==> config.mk <==
export PLATFORM = sky130hd
export DESIGN_NAME = hex_scan_decoder_flat
export DESIGN_NICKNAME = d
export VERILOG_FILES = /design/src/rtl/hex_scan_decoder_if.sv /design/src/rtl/hex_scan_decoder.sv /design/src/flat_wrapper.sv
export SDC_FILE = /design/constraint.sdc
export NUM_CORES = 1
export LEC_CHECK = 0
export BUFFER_PORTS_ARGS = -buffer_cell sky130_fd_sc_hd__buf_2
export CAP_MARGIN = 20
export CORE_MARGIN = 3
export CORE_UTILIZATION = 55
export CTS_CLUSTER_SIZE = 25
export DETAILED_ROUTE_END_ITERATION = 10
export GPL_ROUTABILITY_DRIVEN = 0
export PLACE_DENSITY = 0.76
export SETUP_SLACK_MARGIN = 0.4
export SLEW_MARGIN = 5
export SYNTH_ARGS = -nofsm -noshare
export SYNTH_HDL_FRONTEND = slang
export SYNTH_SLANG_ARGS = --single-unit
==> constraint.sdc <==
create_clock -name clk -period 4.2 [get_ports clk]
set_clock_uncertainty 0.05 [all_clocks]
set_input_delay 0.21 -clock clk [delete_from_list [all_inputs] [get_ports clk]]
set_output_delay 0.21 -clock clk [all_outputs]
set_load 0.02 [all_outputs]
==> src/rtl/hex_scan_decoder_if.sv <==
`default_nettype none
// ============================================================================
//  Module   : hex_scan_decoder_if
//  Brief    : Display-bus bundle between a multiplexed 7-segment source
//             (master) and the scan decoder (slave).
//  Revision : 1.0 - initial release
// ============================================================================
interface hex_scan_decoder_if #(
    parameter int N_DIGITS = 4
);
    logic [6:0]            seg_n;        // active-low segments, bit0 = a .. bit6 = g
    logic [N_DIGITS-1:0]   dig_n;        // active-low digit selects
    logic [4*N_DIGITS-1:0] code;         // decoded word, digit i at [4i+3:4i]
    logic [N_DIGITS-1:0]   err;          // per-digit illegal-glyph flags
    logic                  frame_valid;  // one-cycle update strobe

    // Display source side: drives the pins, observes the decoded result
    modport master (
        output seg_n,
        output dig_n,
        input  code,
        input  err,
        input  frame_valid
    );

    // Decoder side
    modport slave (
        input  seg_n,
        input  dig_n,
        output code,
        output err,
        output frame_valid
    );
endinterface
`default_nettype wire

==> src/rtl/hex_scan_decoder.sv <==
`default_nettype none
// ============================================================================
//  Module   : hex_scan_decoder
//  Brief    : Snoops a time-multiplexed active-low 7-segment display bus and
//             recovers the hex nibble behind every digit. A digit is accepted
//             once its registered pattern has been stable long enough; a full
//             word is published with a one-cycle frame_valid strobe.
//  Revision : 1.0 - initial release
// ============================================================================
module hex_scan_decoder #(
    parameter int N_DIGITS = 4,   // 1..8
    parameter int STABLE   = 16   // >= 2
) (
    input  logic             clk,
    input  logic             rst,
    hex_scan_decoder_if.slave bus
);

    localparam int             CW        = $clog2(STABLE);
    localparam logic [CW-1:0]  C_CNT_MAX = CW'(STABLE - 1);

    typedef enum logic [0:0] {
        SETTLE = 1'b0,   // waiting for a pattern to become stable
        HOLD   = 1'b1    // current pattern already accepted
    } state_t;

    // Registered state
    logic [6:0]            seg_q, seg_d;
    logic [N_DIGITS-1:0]   dig_q, dig_d;
    logic [CW-1:0]         cnt_q, cnt_d;
    state_t                state_q, state_d;
    logic [N_DIGITS-1:0]   mask_q, mask_d;
    logic [4*N_DIGITS-1:0] shadow_code_q, shadow_code_d;
    logic [N_DIGITS-1:0]   shadow_err_q, shadow_err_d;
    logic [4*N_DIGITS-1:0] code_q, code_d;
    logic [N_DIGITS-1:0]   err_q, err_d;
    logic                  frame_valid_q, frame_valid_d;

    // Combinational helpers
    logic                  w_changed;
    logic                  w_sel_ok;
    logic [N_DIGITS-1:0]   w_sel;
    logic [3:0]            w_nibble;
    logic                  w_illegal;
    logic                  w_capture;

    // Input stage: register the pins and track how long they have held still
    always_comb begin
        seg_d     = bus.seg_n;
        dig_d     = bus.dig_n;
        w_changed = ({bus.seg_n, bus.dig_n} != {seg_q, dig_q});
        if (w_changed) begin
            cnt_d = '0;
        end else if (cnt_q == C_CNT_MAX) begin
            cnt_d = cnt_q;
        end else begin
            cnt_d = cnt_q + 1'b1;
        end
    end

    // Digit select is usable only when exactly one select line is low
    always_comb begin
        w_sel    = ~dig_q;
        w_sel_ok = $onehot(w_sel);
    end

    // Glyph lookup on the active-high view of the registered segments
    always_comb begin
        w_nibble  = 4'h0;
        w_illegal = 1'b0;
        case (~seg_q)
            7'h3F: w_nibble = 4'h0;
            7'h06: w_nibble = 4'h1;
            7'h5B: w_nibble = 4'h2;
            7'h4F: w_nibble = 4'h3;
            7'h66: w_nibble = 4'h4;
            7'h6D: w_nibble = 4'h5;
            7'h7D: w_nibble = 4'h6;
            7'h07: w_nibble = 4'h7;
            7'h7F: w_nibble = 4'h8;
            7'h6F: w_nibble = 4'h9;
            7'h77: w_nibble = 4'hA;
            7'h7C: w_nibble = 4'hB;
            7'h39: w_nibble = 4'hC;
            7'h5E: w_nibble = 4'hD;
            7'h79: w_nibble = 4'hE;
            7'h71: w_nibble = 4'hF;
            default: w_illegal = 1'b1;
        endcase
    end

    // Acceptance FSM: capture once per stable pattern. The pins must also be
    // unchanged on the capture edge so a digit needs STABLE+1 cycles of dwell.
    always_comb begin
        state_d   = state_q;
        w_capture = 1'b0;
        case (state_q)
            SETTLE: begin
                if ((cnt_q == C_CNT_MAX) && !w_changed && w_sel_ok) begin
                    state_d   = HOLD;
                    w_capture = 1'b1;
                end
            end
            HOLD: begin
                if (w_changed) begin
                    state_d = SETTLE;
                end
            end
            default: state_d = SETTLE;
        endcase
    end

    // Shadow/mask bookkeeping and frame publication; a capture on the
    // publishing edge lands in the fresh mask for the next frame
    always_comb begin
        shadow_code_d = shadow_code_q;
        shadow_err_d  = shadow_err_q;
        mask_d        = mask_q;
        code_d        = code_q;
        err_d         = err_q;
        frame_valid_d = 1'b0;
        if (&mask_q) begin
            code_d        = shadow_code_q;
            err_d         = shadow_err_q;
            frame_valid_d = 1'b1;
            mask_d        = '0;
        end
        for (int i = 0; i < N_DIGITS; i++) begin
            if (w_capture && w_sel[i]) begin
                shadow_code_d[4*i +: 4] = w_nibble;
                shadow_err_d[i]         = w_illegal;
                mask_d[i]               = 1'b1;
            end
        end
    end

    // State register with synchronous reset
    always_ff @(posedge clk) begin
        if (rst) begin
            seg_q         <= 7'h7F;
            dig_q         <= '1;
            cnt_q         <= '0;
            state_q       <= SETTLE;
            mask_q        <= '0;
            shadow_code_q <= '0;
            shadow_err_q  <= '0;
            code_q        <= '0;
            err_q         <= '0;
            frame_valid_q <= 1'b0;
        end else begin
            seg_q         <= seg_d;
            dig_q         <= dig_d;
            cnt_q         <= cnt_d;
            state_q       <= state_d;
            mask_q        <= mask_d;
            shadow_code_q <= shadow_code_d;
            shadow_err_q  <= shadow_err_d;
            code_q        <= code_d;
            err_q         <= err_d;
            frame_valid_q <= frame_valid_d;
        end
    end

    assign bus.code        = code_q;
    assign bus.err         = err_q;
    assign bus.frame_valid = frame_valid_q;

endmodule
`default_nettype wire

==> src/flat_wrapper.sv <==
// flat-port wrapper written by rule: the top's interface ports become plain ports
module hex_scan_decoder_flat 
#(
    parameter int N_DIGITS = 4,          
    parameter int STABLE   = 16          
)
  (clk, rst, bus_seg_n, bus_dig_n, bus_code, bus_err, bus_frame_valid);
  hex_scan_decoder_if #(.N_DIGITS(N_DIGITS)) bus_i ();
  input  logic clk;
  input  logic rst;
  input wire logic [$bits(bus_i.seg_n)-1:0] bus_seg_n;
  input wire logic [$bits(bus_i.dig_n)-1:0] bus_dig_n;
  output wire logic [$bits(bus_i.code)-1:0] bus_code;
  output wire logic [$bits(bus_i.err)-1:0] bus_err;
  output wire logic [$bits(bus_i.frame_valid)-1:0] bus_frame_valid;
  assign bus_i.seg_n = bus_seg_n;
  assign bus_i.dig_n = bus_dig_n;
  assign bus_code = bus_i.code;
  assign bus_err = bus_i.err;
  assign bus_frame_valid = bus_i.frame_valid;
  hex_scan_decoder #(.N_DIGITS(N_DIGITS), .STABLE(STABLE)) u_core (.clk(clk), .rst(rst), .bus(bus_i));
endmodule
# == Yosys cells after proc, flatten, opt, wreduce, memory -nomap -nowiden ==
# Cells that the tools add are included.
# word_totals
regBits,61
out_inout_bits,21
wordCells,71
# classes
mux,12
n_eq_ne,19
add_sub_neg,4
n_reduce_logical,14
bitwise_logic,3
# op_table
operator,count
$eq A7 B7 Y1 const B,12
$pmux W4 S15,1
$reduce_or A16 Y1,1
$eq A7 B3 Y1 const B,2
$eq A7 B6 Y1 const B,2
$ne A11 B11 Y1,1
$mux W1,9
$reduce_bool A2 Y1,4
$not A7 Y7,1
$logic_and A1 B1 Y1,6
$add A1 B1 Y2,2
$add A4 B1 Y4 const B,1
$eq A4 B4 Y1 const B,1
$mux W4,1
$not A4 Y4,1
$reduce_and A4 Y1,1
$add A3 B3 Y3,1
$eq A3 B1 Y1 const B,1
$pmux W1 S2,1
$reduce_or A2 Y1,1
$logic_not A1 Y1,1
$not A1 Y1,1

# == Logic depth before layout (Yosys ltp) ==
# logic_depth
depth_word,9
depth_mapped,10

# == Worst setup path after synthesis ==
# Ideal clock, no wire load.
# synth_path
path_kind,reg2reg
from,register u_core.dig_q[2]
to,register u_core.shadow_code_q[8]
synth_period_minus_slack_ps,2883
t_arrival_ps,2742
setup_time_ps,91
path_slack_ps,1317
stages_incl_launch_ff,11
path_cell_list,dfxtp_1 inv_1 ha_1 ha_1 fa_1 nor4b_2 nand2_1 nor4_1 buf_2 a21oi_1 a311oi_1
# synth_between
elab_chain_cells,8
elab_cells_between_ends,11
classes_between,add/sub (2); eq/ne (2); mux (2); bitwise (1); reduce/logical (4)
# synth_lines
element,line_no,source
from (decl),hex_scan_decoder.sv:29,"logic [N_DIGITS-1:0] dig_q, dig_d;"
from (signal assigned),hex_scan_decoder.sv:152,dig_q <= dig_d;
$not A4 Y4,hex_scan_decoder.sv:63,w_sel = ~dig_q;
$add A1 B1 Y2 (implied by the code),hex_scan_decoder.sv:64,w_sel_ok = $onehot(w_sel);
$add A3 B3 Y3 (implied by the code),hex_scan_decoder.sv:64,
$eq A3 B1 Y1,hex_scan_decoder.sv:64,
$logic_and A1 B1 Y1,hex_scan_decoder.sv:99,if ((cnt_q == C_CNT_MAX) && !w_changed && w_sel_ok) begin
$mux W1,hex_scan_decoder.sv:99,
$mux W1,hex_scan_decoder.sv:97,case (state_q)
$logic_and A1 B1 Y1 *,hex_scan_decoder.sv:129,if (w_capture && w_sel[i]) begin
to (signal assigned),hex_scan_decoder.sv:156,shadow_code_q <= shadow_code_d;
to (decl),hex_scan_decoder.sv:33,"logic [4*N_DIGITS-1:0] shadow_code_q, shadow_code_d;"
# Every way passes the cells marked *; elsewhere a longest branch is shown, timed or not.
# A chain may end at the register's enable or synchronous reset.

# == Worst setup path after layout ==
# layout_path
from,register u_core.dig_q[0]
to,register u_core.shadow_code_q[0]
# Same word-level chain as after synthesis.

==> results by group <==
Setup path
  • Endpoint of the worst-slack reg-to-reg timing path: u_core.shadow_code_q[0]
  • R2R cell count: 10
  • Startpoint class of the critical path: flop
  • Classification of the worst setup path: flop to flop
  • FF-to-FF Start: u_core.dig_q[0]
  • Crit path required time: around 4.4 ns
  • Crit-path max FO: 12
  • Kind of end point of the critical path: flop
  • Worst R2R Setup Slack: 1.19 ns
  • Arr. time, crit path: 3.18 ns

Global routing
  • Largest net degree at the start of global routing: 59
  • Residual overflow from global routing: 0
  • Global-route wire length before repair: just under 10000 um
  • Initial antenna violation count: 0
  • Via count of the first global-routing pass: ~2000
  • Global Route Usage Sum: 20.4%

Detailed routing
  • TritonRoute pass-1 iters: 4
  • Mean routed wirelength per cell: around 14 um
  • Remaining DRCs: 0
  • Antenna Nets Post-Route: 0
  • Number of DRC violations after detailed-routing iteration 0: about 160
  • Avg Vias per Cell: roughly 5.4
  • Vias after detailed routing: 2218
  • Detailed Route WL: around 5600 um

Timing
  • Final number of hold-violating endpoints: 0
  • Max-slew headroom at the worst pin: between 30% and 40%
  • Number of max-slew violations in the final report: 0
  • Min cycle time layout: about 3 ns
  • Setup-violating endpoint count in the final report: 0
  • Period utilization: between 70% and 80%
  • Post-route setup TNS: 0 ns
  • Smallest setup slack after layout: 1.19 ns
  • Setup repair after global routing missed its margin: no
  • Transition at the pin with the smallest max-transition slack: approximately 0.95 ns
  • Peak Freq: 333 MHz

Cells and area
  • Number of nets in the final layout: approximately 360
  • Antenna cell count: 0
  • Fraction of layout cells with a size suffix above 1: 20.0%
  • Layout overhead on the synthesized area: 14.4%
  • Final cell utilization of the core: between 60% and 70%
  • Filler cell count in the final layout: approximately 420
  • Post-route non-filler standard cell count: slightly above 400
  • Seq. cell area: about 0.0012 mm^2
  • Multi-input gate area: approximately 0.0014 mm^2

Placed design
  • # port buffers: 33
  • Detailed placement HPWL: between 3000 and 4000 um
  • Cell total after placement: ~400
  • Setup slack after placement: between 1 and 1.5 ns

Die
  • Die outline area: 0.00586 mm^2
  • Placeable Area: approximately 0.0048 mm^2
  • Die height: approximately 77 um
  • Number of rows created at floorplan: 25
  • I/O Pins: 34
  • Floorplan die width: approximately 77 um
  • Starting density of the core: a little under three fifths

Power
  • Power density over the cells: approximately 380 mW/mm^2
  • Leakage power figure: ~1.2 nW
  • Final Total Pwr: 0.00119 W
  • Register share of total power: between 50 and 60%
  • Worst voltage drop across the vdd grid: approximately 0.26 mV
  • Combinational Power Share: approximately 5.7%
  • Part of the power in the clock network: about 44%
  • Cell internal power dissipation: a little over 0.0009 W
  • Net switching fraction of the power: about 22%
  • P_sw: between 0.0002 and 0.0003 W

Clock tree
  • Insertion delay to the later sink of the worst-skew pair: approximately 0.33 ns
  • Clock Sink Count: between 60 and 70
  • Root cell of the clock tree: clkbuf_8
  • TritonCTS clock tree: done
  • Clock Tree Buf Depth: 2
  • Number of buffers added by the clock tree synthesis step: 9
  • H-tree depth: 3
  • Buffers inserted by post-CTS timing repair: 0
  • Number of gates given a new drive strength after cts: 0
  • Clock-pin slew of the registers on the worst-case setup and hold paths: approximately 0.060 ns
  • Hold buffer count at CTS: 0

Synth
  • Number of unique standard cell types used by synthesis: 42
  • Cells after Synth: 311
  • Number of enable-type register cells in the synthesized netlist: 0
  • Post-synthesis xor/xnor area fraction: between 4 and 5%
  • Largest family of logic cells by synthesized area: simple AND/OR/NAND/NOR gates
  • Area of the mapped netlist: around 0.0027 mm^2
  • Synthesized area divided by synthesized cell count: around 8.8 um^2
  • Simple-gate share of the synthesized area: ~28%
  • Share of synthesized area occupied by flip-flops and latches: about 45%
  • Top flip-flop cell by instance count after synthesis: dfxtp_1
  • Number of nets produced by synthesis: approximately 330
  • Flop and latch count out of synthesis: 61
  • Async set-reset flop share out of synthesis: 0%
  • Multiplexer area fraction after synthesis: a little over 6%
  • Synth Area in Compound Gates: 10.6%
  • Number of warning messages in the yosys log: 0
  • Post-synthesis adder-cell area fraction: 2.56%

Run
  • Maximum Capacitance Violations: 0

Hold path
  • Number of cells on the worst hold path: 2
  • Worst hold-check path type: input pin to flop
  • End point of the worst hold path: u_core.seg_q[3]
  • HP Start: bus_seg_n[3]

Outcome
  • Status: finished clean
## metrics by stage
stage               cell area [um^2]  hold WS (ns)
floorplan                       2740         0.267
global placement                2920         0.372
detailed placement              2920         0.377
CTS                             3120        0.0311
global route                    3130        0.0440
finish                          3130        0.0451
## worst max-delay path by stage
stage,from,end,slack [ns],cells after the start
final,u_core.dig_q[0],u_core.shadow_code_q[0],1.19,10
after global routing,u_core.dig_q[0],u_core.shadow_code_q[8],0.95,10
after CTS,u_core.dig_q[0],u_core.shadow_code_q[0],1.20,10
after detailed placement,u_core.dig_q[0],u_core.shadow_code_q[4],1.21,10
after global placement,u_core.dig_q[2],u_core.shadow_code_q[8],1.31,10
after floorplan,u_core.dig_q[2],u_core.shadow_code_q[8],1.32,10
## metal layers
metal | part of all wire [%] | vias to the layer above | global-route usage, %
met2 | 49 | 44 | 32.3
met5 | 0 | - | 0
li1 | - | 1124 | -
met3 | 3.4 | 8 | 4.02
met1 | 46 | 1042 | 26.1
met4 | 1.7 | 0 | 10.7
## power by group through the flow
stage	Clock (W)	Sequential, W	Combinational (W)
6_report	0.000525	0.000598	0.0000680
3_3_place_gp	0	0.000610	0.0000663
2_1_floorplan	0	0.000601	0.0000595
4_1_cts	0.000534	0.000598	0.0000681
3_5_place_dp	0	0.000611	0.0000677
5_1_grt	0.000563	0.000599	0.0000760
## cell usage after synthesis (2+ instances only)
cell / instances / area, um^2
a21oi_1: 29 / 145
a311oi_1: 4 / 35.0
a31oi_1: 2 / 12.5
a32oi_1: 3 / 26.3
and2_1: 2 / 12.5
and3_1: 2 / 12.5
buf_2: 2 / 10.0
clkbuf_1: 18 / 67.6
dfxtp_1: 61 / 1220
ha_1: 4 / 50.1
inv_1: 6 / 22.5
mux2i_1: 17 / 170
nand2_1: 54 / 203
nand2b_1: 4 / 25.0
nand3_1: 9 / 45.0
nand4_1: 6 / 37.5
nor2_1: 24 / 90.1
nor2b_1: 2 / 12.5
nor3_1: 4 / 20.0
nor3_2: 2 / 20.0
nor3b_1: 3 / 22.5
nor4_1: 3 / 18.8
nor4_4: 4 / 85.1
o211ai_1: 2 / 15.0
o21ai_0: 4 / 20.0
or2_2: 11 / 68.8
or4_4: 2 / 22.5
xnor2_1: 9 / 78.8
xor2_1: 5 / 43.8
## kinds of logic (layout without fill, tap and decap cells)
group,Yosys count,count (layout)
adders and majority gates,5,5
xor gates and xnor gates,14,14
and+or+nand+nor,139,139
AOI/OAI and AO/OA,49,49
buffers and inverters,26,55
muxes,17,17
DFF,61,61
## area by class of cell
| type | count | area share (%) |
|---|---|---|
| clock buffers | 13 | 5.40 |
| multi-input cells | 224 | 45.2 |
| clock inverters | 1 | 0.959 |
| well taps | 67 | 2.68 |
| inverters | 6 | 0.719 |
| flip-flops and latches | 61 | 39.0 |
| repair buffers | 35 | 6.00 |
## cell usage in the layout, fill, tap and decap left out, types with 2 or more instances in the layout
cell / instances
a21oi_1: 29
xnor2_1: 9
and3_1: 2
clkbuf_8: 12
nand2_1: 54
o21ai_0: 4
nor3_2: 2
dfxtp_1: 61
or4_4: 2
nor4_1: 3
o211ai_1: 2
inv_1: 6
nor2b_1: 2
mux2i_1: 17
nor3_1: 4
a31oi_1: 2
a32oi_1: 3
nand2b_1: 4
nor2_1: 24
buf_2: 33
nor4_4: 4
or2_2: 11
and2_1: 2
nand4_1: 6
nor3b_1: 3
xor2_1: 5
a311oi_1: 4
ha_1: 4
nand3_1: 9
## registers in the layout (all words and copies together) (netlist names)
register,cells
u_core.seg_q,7
u_core.mask_q,4
u_core.shadow_err_q,4
u_core.bus.frame_valid,1
u_core.cnt_q,4
u_core.bus.code,16
u_core.shadow_code_q,16
u_core.bus.err,4
u_core.dig_q,4
u_core.state_q,1
## critical path, stage by stage, from the launching register on
cell and delay, ns:
dfxtp_1 0.35, inv_1 0.11, ha_1 0.31, ha_1 0.19
fa_1 0.44, nor4b_2 0.52, nand2_1 0.11, nor4_1 0.26
buf_4 0.23, a21oi_1 0.08, a311oi_1 0.25
Power figures use the tool's default switching activity.
